===== config.mk =====
export PLATFORM = sky130hd
export DESIGN_NAME = iq_gen_hls_deadlock_report
export DESIGN_NICKNAME = d
export VERILOG_FILES = /design/src/rtl/iq_gen_hls_deadlock_report_pkg.sv /design/src/rtl/iq_gen_hls_deadlock_report_sat_counter.sv /design/src/rtl/iq_gen_hls_deadlock_report.sv
export SDC_FILE = /design/constraint.sdc
export NUM_CORES = 1
export LEC_CHECK = 0
export ABC_AREA = 1
export CAP_MARGIN = 25
export CORE_MARGIN = 5
export CORE_UTILIZATION = 56
export DETAILED_ROUTE_END_ITERATION = 8
export PLACE_DENSITY = 0.89
export SETUP_SLACK_MARGIN = 0.3
export SLEW_MARGIN = 20
export SYNTH_ARGS = -nofsm -noshare
export SYNTH_HDL_FRONTEND = slang
export SYNTH_SLANG_ARGS = --single-unit
export TNS_END_PERCENT = 50

===== constraint.sdc =====
create_clock -name clock -period 4.8 [get_ports clock]
set_input_delay 0.48 -clock clock [delete_from_list [all_inputs] [get_ports clock]]
set_output_delay 0.48 -clock clock [all_outputs]
set_load 0.01 [all_outputs]

===== src/rtl/iq_gen_hls_deadlock_report_pkg.sv =====
// Shared types and helpers for the iq_gen HLS deadlock reporter.
// Holds the FSM state encoding, AXIS info geometry and saturating arithmetic.
package iq_gen_hls_deadlock_report_pkg;

  localparam int unsigned CH_FIELD_W = 3;
  localparam int unsigned NUM_CH     = 3;
  localparam int unsigned INFO_W     = CH_FIELD_W * NUM_CH;

  typedef enum logic [1:0] {
    ST_IDLE     = 2'd0,
    ST_WATCH    = 2'd1,
    ST_DEADLOCK = 2'd2
  } state_t;

  // Callers zero-extend to 32 bits and pass their own all-ones ceiling.
  function automatic logic [31:0] sat_inc(input logic [31:0] v, input logic [31:0] max_v);
    return (v >= max_v) ? max_v : v + 32'd1;
  endfunction

endpackage


===== src/rtl/iq_gen_hls_deadlock_report_sat_counter.sv =====
// Width-parameterised saturating up-counter with synchronous clear.
// Clear takes priority over increment; the value never wraps.
module iq_gen_sat_counter #(
  parameter int unsigned W = 8
) (
  input  logic         clock,
  input  logic         reset,
  input  logic         clr,
  input  logic         inc,
  output logic [W-1:0] count
);
  import iq_gen_hls_deadlock_report_pkg::*;

  localparam logic [W-1:0] ALL_ONES = '1;

  always_ff @(posedge clock) begin
    if (reset) begin
      count <= '0;
    end else if (clr) begin
      count <= '0;
    end else if (inc) begin
      count <= W'(sat_inc(32'(count), 32'(ALL_ONES)));
    end
  end

endmodule


===== src/rtl/iq_gen_hls_deadlock_report.sv =====
// Filters transient AXIS back-pressure from the HLS deadlock monitor and
// reports a sticky deadlock, one-shot interrupt, captured info and event count.
module iq_gen_hls_deadlock_report #(
  parameter int unsigned INFO_W = 9,
  parameter int unsigned CNT_W  = 16,
  parameter int unsigned EVT_W  = 8
) (
  input  logic              clock,
  input  logic              reset,
  input  logic              block,
  input  logic [INFO_W-1:0] axis_block_info,
  input  logic [CNT_W-1:0]  threshold,
  input  logic              clear,
  output logic              deadlock,
  output logic              deadlock_irq,
  output logic [INFO_W-1:0] deadlock_info,
  output logic [CNT_W-1:0]  block_cycles,
  output logic [EVT_W-1:0]  event_count
);
  import iq_gen_hls_deadlock_report_pkg::*;

  localparam logic [CNT_W-1:0] CNT_ONES = '1;
  localparam logic [CNT_W-1:0] CNT_ONE  = CNT_W'(1);

  state_t           state, state_nxt;
  logic [CNT_W-1:0] cnt;
  logic [CNT_W-1:0] cnt_next;
  logic [CNT_W-1:0] thr_eff;
  logic [CNT_W-1:0] thr_reg;
  logic             enter;
  logic             thr_load;
  logic             cnt_clr;

  assign thr_eff  = (threshold == '0) ? CNT_ONE : threshold;
  assign cnt_next = CNT_W'(sat_inc(32'(cnt), 32'(CNT_ONES)));

  always_comb begin
    state_nxt = state;
    enter     = 1'b0;
    thr_load  = 1'b0;
    case (state)
      ST_IDLE: begin
        if (block) begin
          thr_load = 1'b1;
          if (thr_eff == CNT_ONE) enter = 1'b1;
          else                    state_nxt = ST_WATCH;
        end
      end
      ST_WATCH: begin
        if (!block)                   state_nxt = ST_IDLE;
        else if (cnt_next >= thr_reg) enter = 1'b1;
      end
      ST_DEADLOCK: state_nxt = ST_DEADLOCK;
      default:     state_nxt = ST_IDLE;
    endcase
    if (enter) state_nxt = ST_DEADLOCK;
    // clear outranks any transition, including a detection on this very edge
    if (clear) begin
      state_nxt = ST_IDLE;
      enter     = 1'b0;
      thr_load  = 1'b0;
    end
  end

  // Outside DEADLOCK a low block restarts counting; inside it the count holds.
  assign cnt_clr = clear | ((state != ST_DEADLOCK) & ~block);

  always_ff @(posedge clock) begin
    if (reset) begin
      state         <= ST_IDLE;
      thr_reg       <= '0;
      deadlock      <= 1'b0;
      deadlock_irq  <= 1'b0;
      deadlock_info <= '0;
    end else begin
      state        <= state_nxt;
      deadlock_irq <= enter;
      if (thr_load) thr_reg <= thr_eff;
      if (clear) begin
        deadlock      <= 1'b0;
        deadlock_info <= '0;
      end else if (enter) begin
        deadlock      <= 1'b1;
        deadlock_info <= axis_block_info;
      end
    end
  end

  iq_gen_sat_counter #(.W(CNT_W)) u_cnt (
    .clock (clock),
    .reset (reset),
    .clr   (cnt_clr),
    .inc   (block),
    .count (cnt)
  );

  iq_gen_sat_counter #(.W(EVT_W)) u_evt (
    .clock (clock),
    .reset (reset),
    .clr   (1'b0),
    .inc   (enter),
    .count (event_count)
  );

  assign block_cycles = cnt;

endmodule


==> qor.csv <==
metric;value;unit
clk_latency;310;ps
crit_path_start_kind;register;
syn_nets;494;
synthCells;447;
routed_wirelength;8000;um
p_total;0.955;mW
pwr-share-clk;38.0;%
cp_cell_sequence;ha_1 -> nand3_2 -> nor3_4 -> nand3_2 -> nor4_1 -> a21oi_2 -> ha_1 -> nand2_1 -> nor2_1 -> o21ai_0 -> nand2_1 -> inv_2 -> nand2_2 -> nand4_2 -> nand2_1 -> a21oi_2;
fin_cells;580;
grt_usage;22.1;%
syn_area_per_cell;7.10;um^2
synthTopCellsByCount;nand2_1 (77), inv_1 (75), dfxtp_1 (53), nor2_1 (40), a21oi_1 (38);
wl_met1;3400;um
layout-drive-gt1-share;12.8;%
layout_setup_ws;1490;ps
p_int;0.719;mW
holdCritPathClass;register to register;
layout-area-overhead-vs-synth;25.2;%
postRouteAntennaNets;0;
p_leak;1.76;nW
core_area;5510;um^2
post-place-ws;1640;ps
p_per_area;240;nW/um^2
gp_congestion;0.945;
h-tree-depth;2;
clock_path_buffers;2;
skew;8.40;ps
synth.area.top_cells;dfxtp_1 (33%), nand2_1 (9.1%), inv_1 (8.9%);
p_seq_share;48.5;%
async_flop_share;0;%
finalCriticalPeriod;3310;ps
clkTransAtPathRegs;100;ps
antenna_found_initial;0;
cts_resized;0;
worst_pin_slew;597;ps
die_x;85.3;um
grt_max_degree;33;
fin_util;72.2;%
synth_area;3170;um^2
start_util;57.6;%
synth-main-ff-cell;dfxtp_1;
via_count;3121;
vias_per_cell;5.38;
fin_crit_sh;69.0;%
fmaxAchievable;302;MHz
drv_slew;0;
overflow;0;
diodes;0;
die_area;7270;um^2
cp_num_buf_inv;1;
crit_slowest_cell;dfxtp_1;
routed.top_layer;met4;
wl_met3;488;um
p_switching;0.236;mW
swShare;24.7;%
cp_common_cell;nand2_1;
grt_pass1_vias;3055;
fin_setup_tns;0;ps
yosys.cell_types.count;37;
route.met2.wl;3900;um
postCtsSetupBuffers;0;
relSlewSlack;60.1;%
grt_pass1_wl;13400;um
crit_arrival;3500;ps
io_pins;64;
synth_warnings;0;
root_buffer;clkbuf_8;
drtPass1Iterations;5;
hpwl;5940;um
rows;27;
combinationalPowerShare;13.5;%
first_iter_violations;178;
critical_path_class;register to register;
synth_most_common_cell;nand2_1;
ys_ff_latch;53;
max_stage_delay;440;ps
finalHoldViolCount;0;
synth-edff-count;0;
port_buffers;63;
nets;554;
crit_family;simple AND/OR/NAND/NOR gates;
cts_buffers;5;
setup_viol;0;
chipHeight;85.3;um
clkSinkCount;53;
cts_tree;built;
status;finished clean;
max-cap-violations;0;
ir_drop;0.000148;V
synth_top_cell_by_area;dfxtp_1;
cp.required;4990;ps
netlist.area_leader.share;33.4;%
path_max_fanout;17;
dpl.cell_count;572;
fill_cells;406;
drc;0;
cp-end-kind;register;
holdBufCountCts;0;
ys_seq_area_share;33.4;%
rsz0062_at_grt;false;
wire_per_inst;13.8;um
## power groups by stage
| stage | clock network (mW) | registers [mW] | logic (mW) |
|---|---|---|---|
| after floorplan | 0 | 0.472 | 0.0737 |
| after global placement | 0 | 0.472 | 0.119 |
| after detailed placement | 0 | 0.473 | 0.124 |
| after CTS | 0.370 | 0.463 | 0.128 |
| after global routing | 0.388 | 0.465 | 0.143 |
| final | 0.363 | 0.463 | 0.129 |
## routing by layer
metal	GRT usage, %	up-vias
li1	-	1547
met2	38.1	116
met1	27.2	1434
met5	0	-
met3	3.79	24
met4	9.06	0
## stage by stage
step	hold WS, ps	instance area (um^2)
final	478	3970
after global routing	495	3970
after CTS	479	3970
after detailed placement	465	3840
after global placement	461	3840
after floorplan	490	3170
## final timing paths
| path | slack (ps) | from | cells after the start | end |
|---|---|---|---|---|
| worst min-delay path | 480 | deadlock_info[3]$_SDFFE_PP0P_ | 2 | deadlock_info[3]$_SDFFE_PP0P_ |
| worst max register to register | 1490 | u_cnt.count[0]$_SDFFE_PP0P_ | 16 | u_evt.count[1]$_SDFFE_PP0P_ |
| worst min register to register | 480 | deadlock_info[3]$_SDFFE_PP0P_ | 2 | deadlock_info[3]$_SDFFE_PP0P_ |
| worst max-delay path | 1490 | u_cnt.count[0]$_SDFFE_PP0P_ | 16 | u_evt.count[1]$_SDFFE_PP0P_ |
## cells by family (layout without fill, tap and decap cells)
| group | count (synthesis) | after routing | synth area share (%) |
|---|---|---|---|
| xor+xnor | 7 | 7 | 1.93 |
| compound gates | 95 | 95 | 16.9 |
| buf+inv | 95 | 156 | 12.0 |
| simple gates | 179 | 179 | 28.7 |
| flops | 53 | 53 | 33.4 |
| fa+ha+maj | 18 | 18 | 7.10 |
## placed cells by master, fill, tap and decap left out, drive strengths merged, types with 4 or more instances in the layout
master and n:
nand2 85, inv 85, clkdlybuf4s50 63, dfxtp 53
a21oi 50, nor2 48, o21ai 40, nand3 21
ha 18, nor3 10, nand4 7, xor2 5
clkbuf 5, or2 4
## cell type report
class	instances	area, um^2	share of cell area (%)
inverter	84	315	7.93
timing repair buffer	64	638	16.1
sequential	53	1060	26.7
clock buffer	5	68.8	1.73
clock inverter	3	68.8	1.73
tap	72	90.1	2.27
multi-input combinational	299	1730	43.6
## tightest hold or removal path: stages, from the launching register on
cell,delay [ps]
dfxtp_1,320
nand2_1,60
a21oi_1,60
No activity file was read; power rests on OpenSTA's default activity.
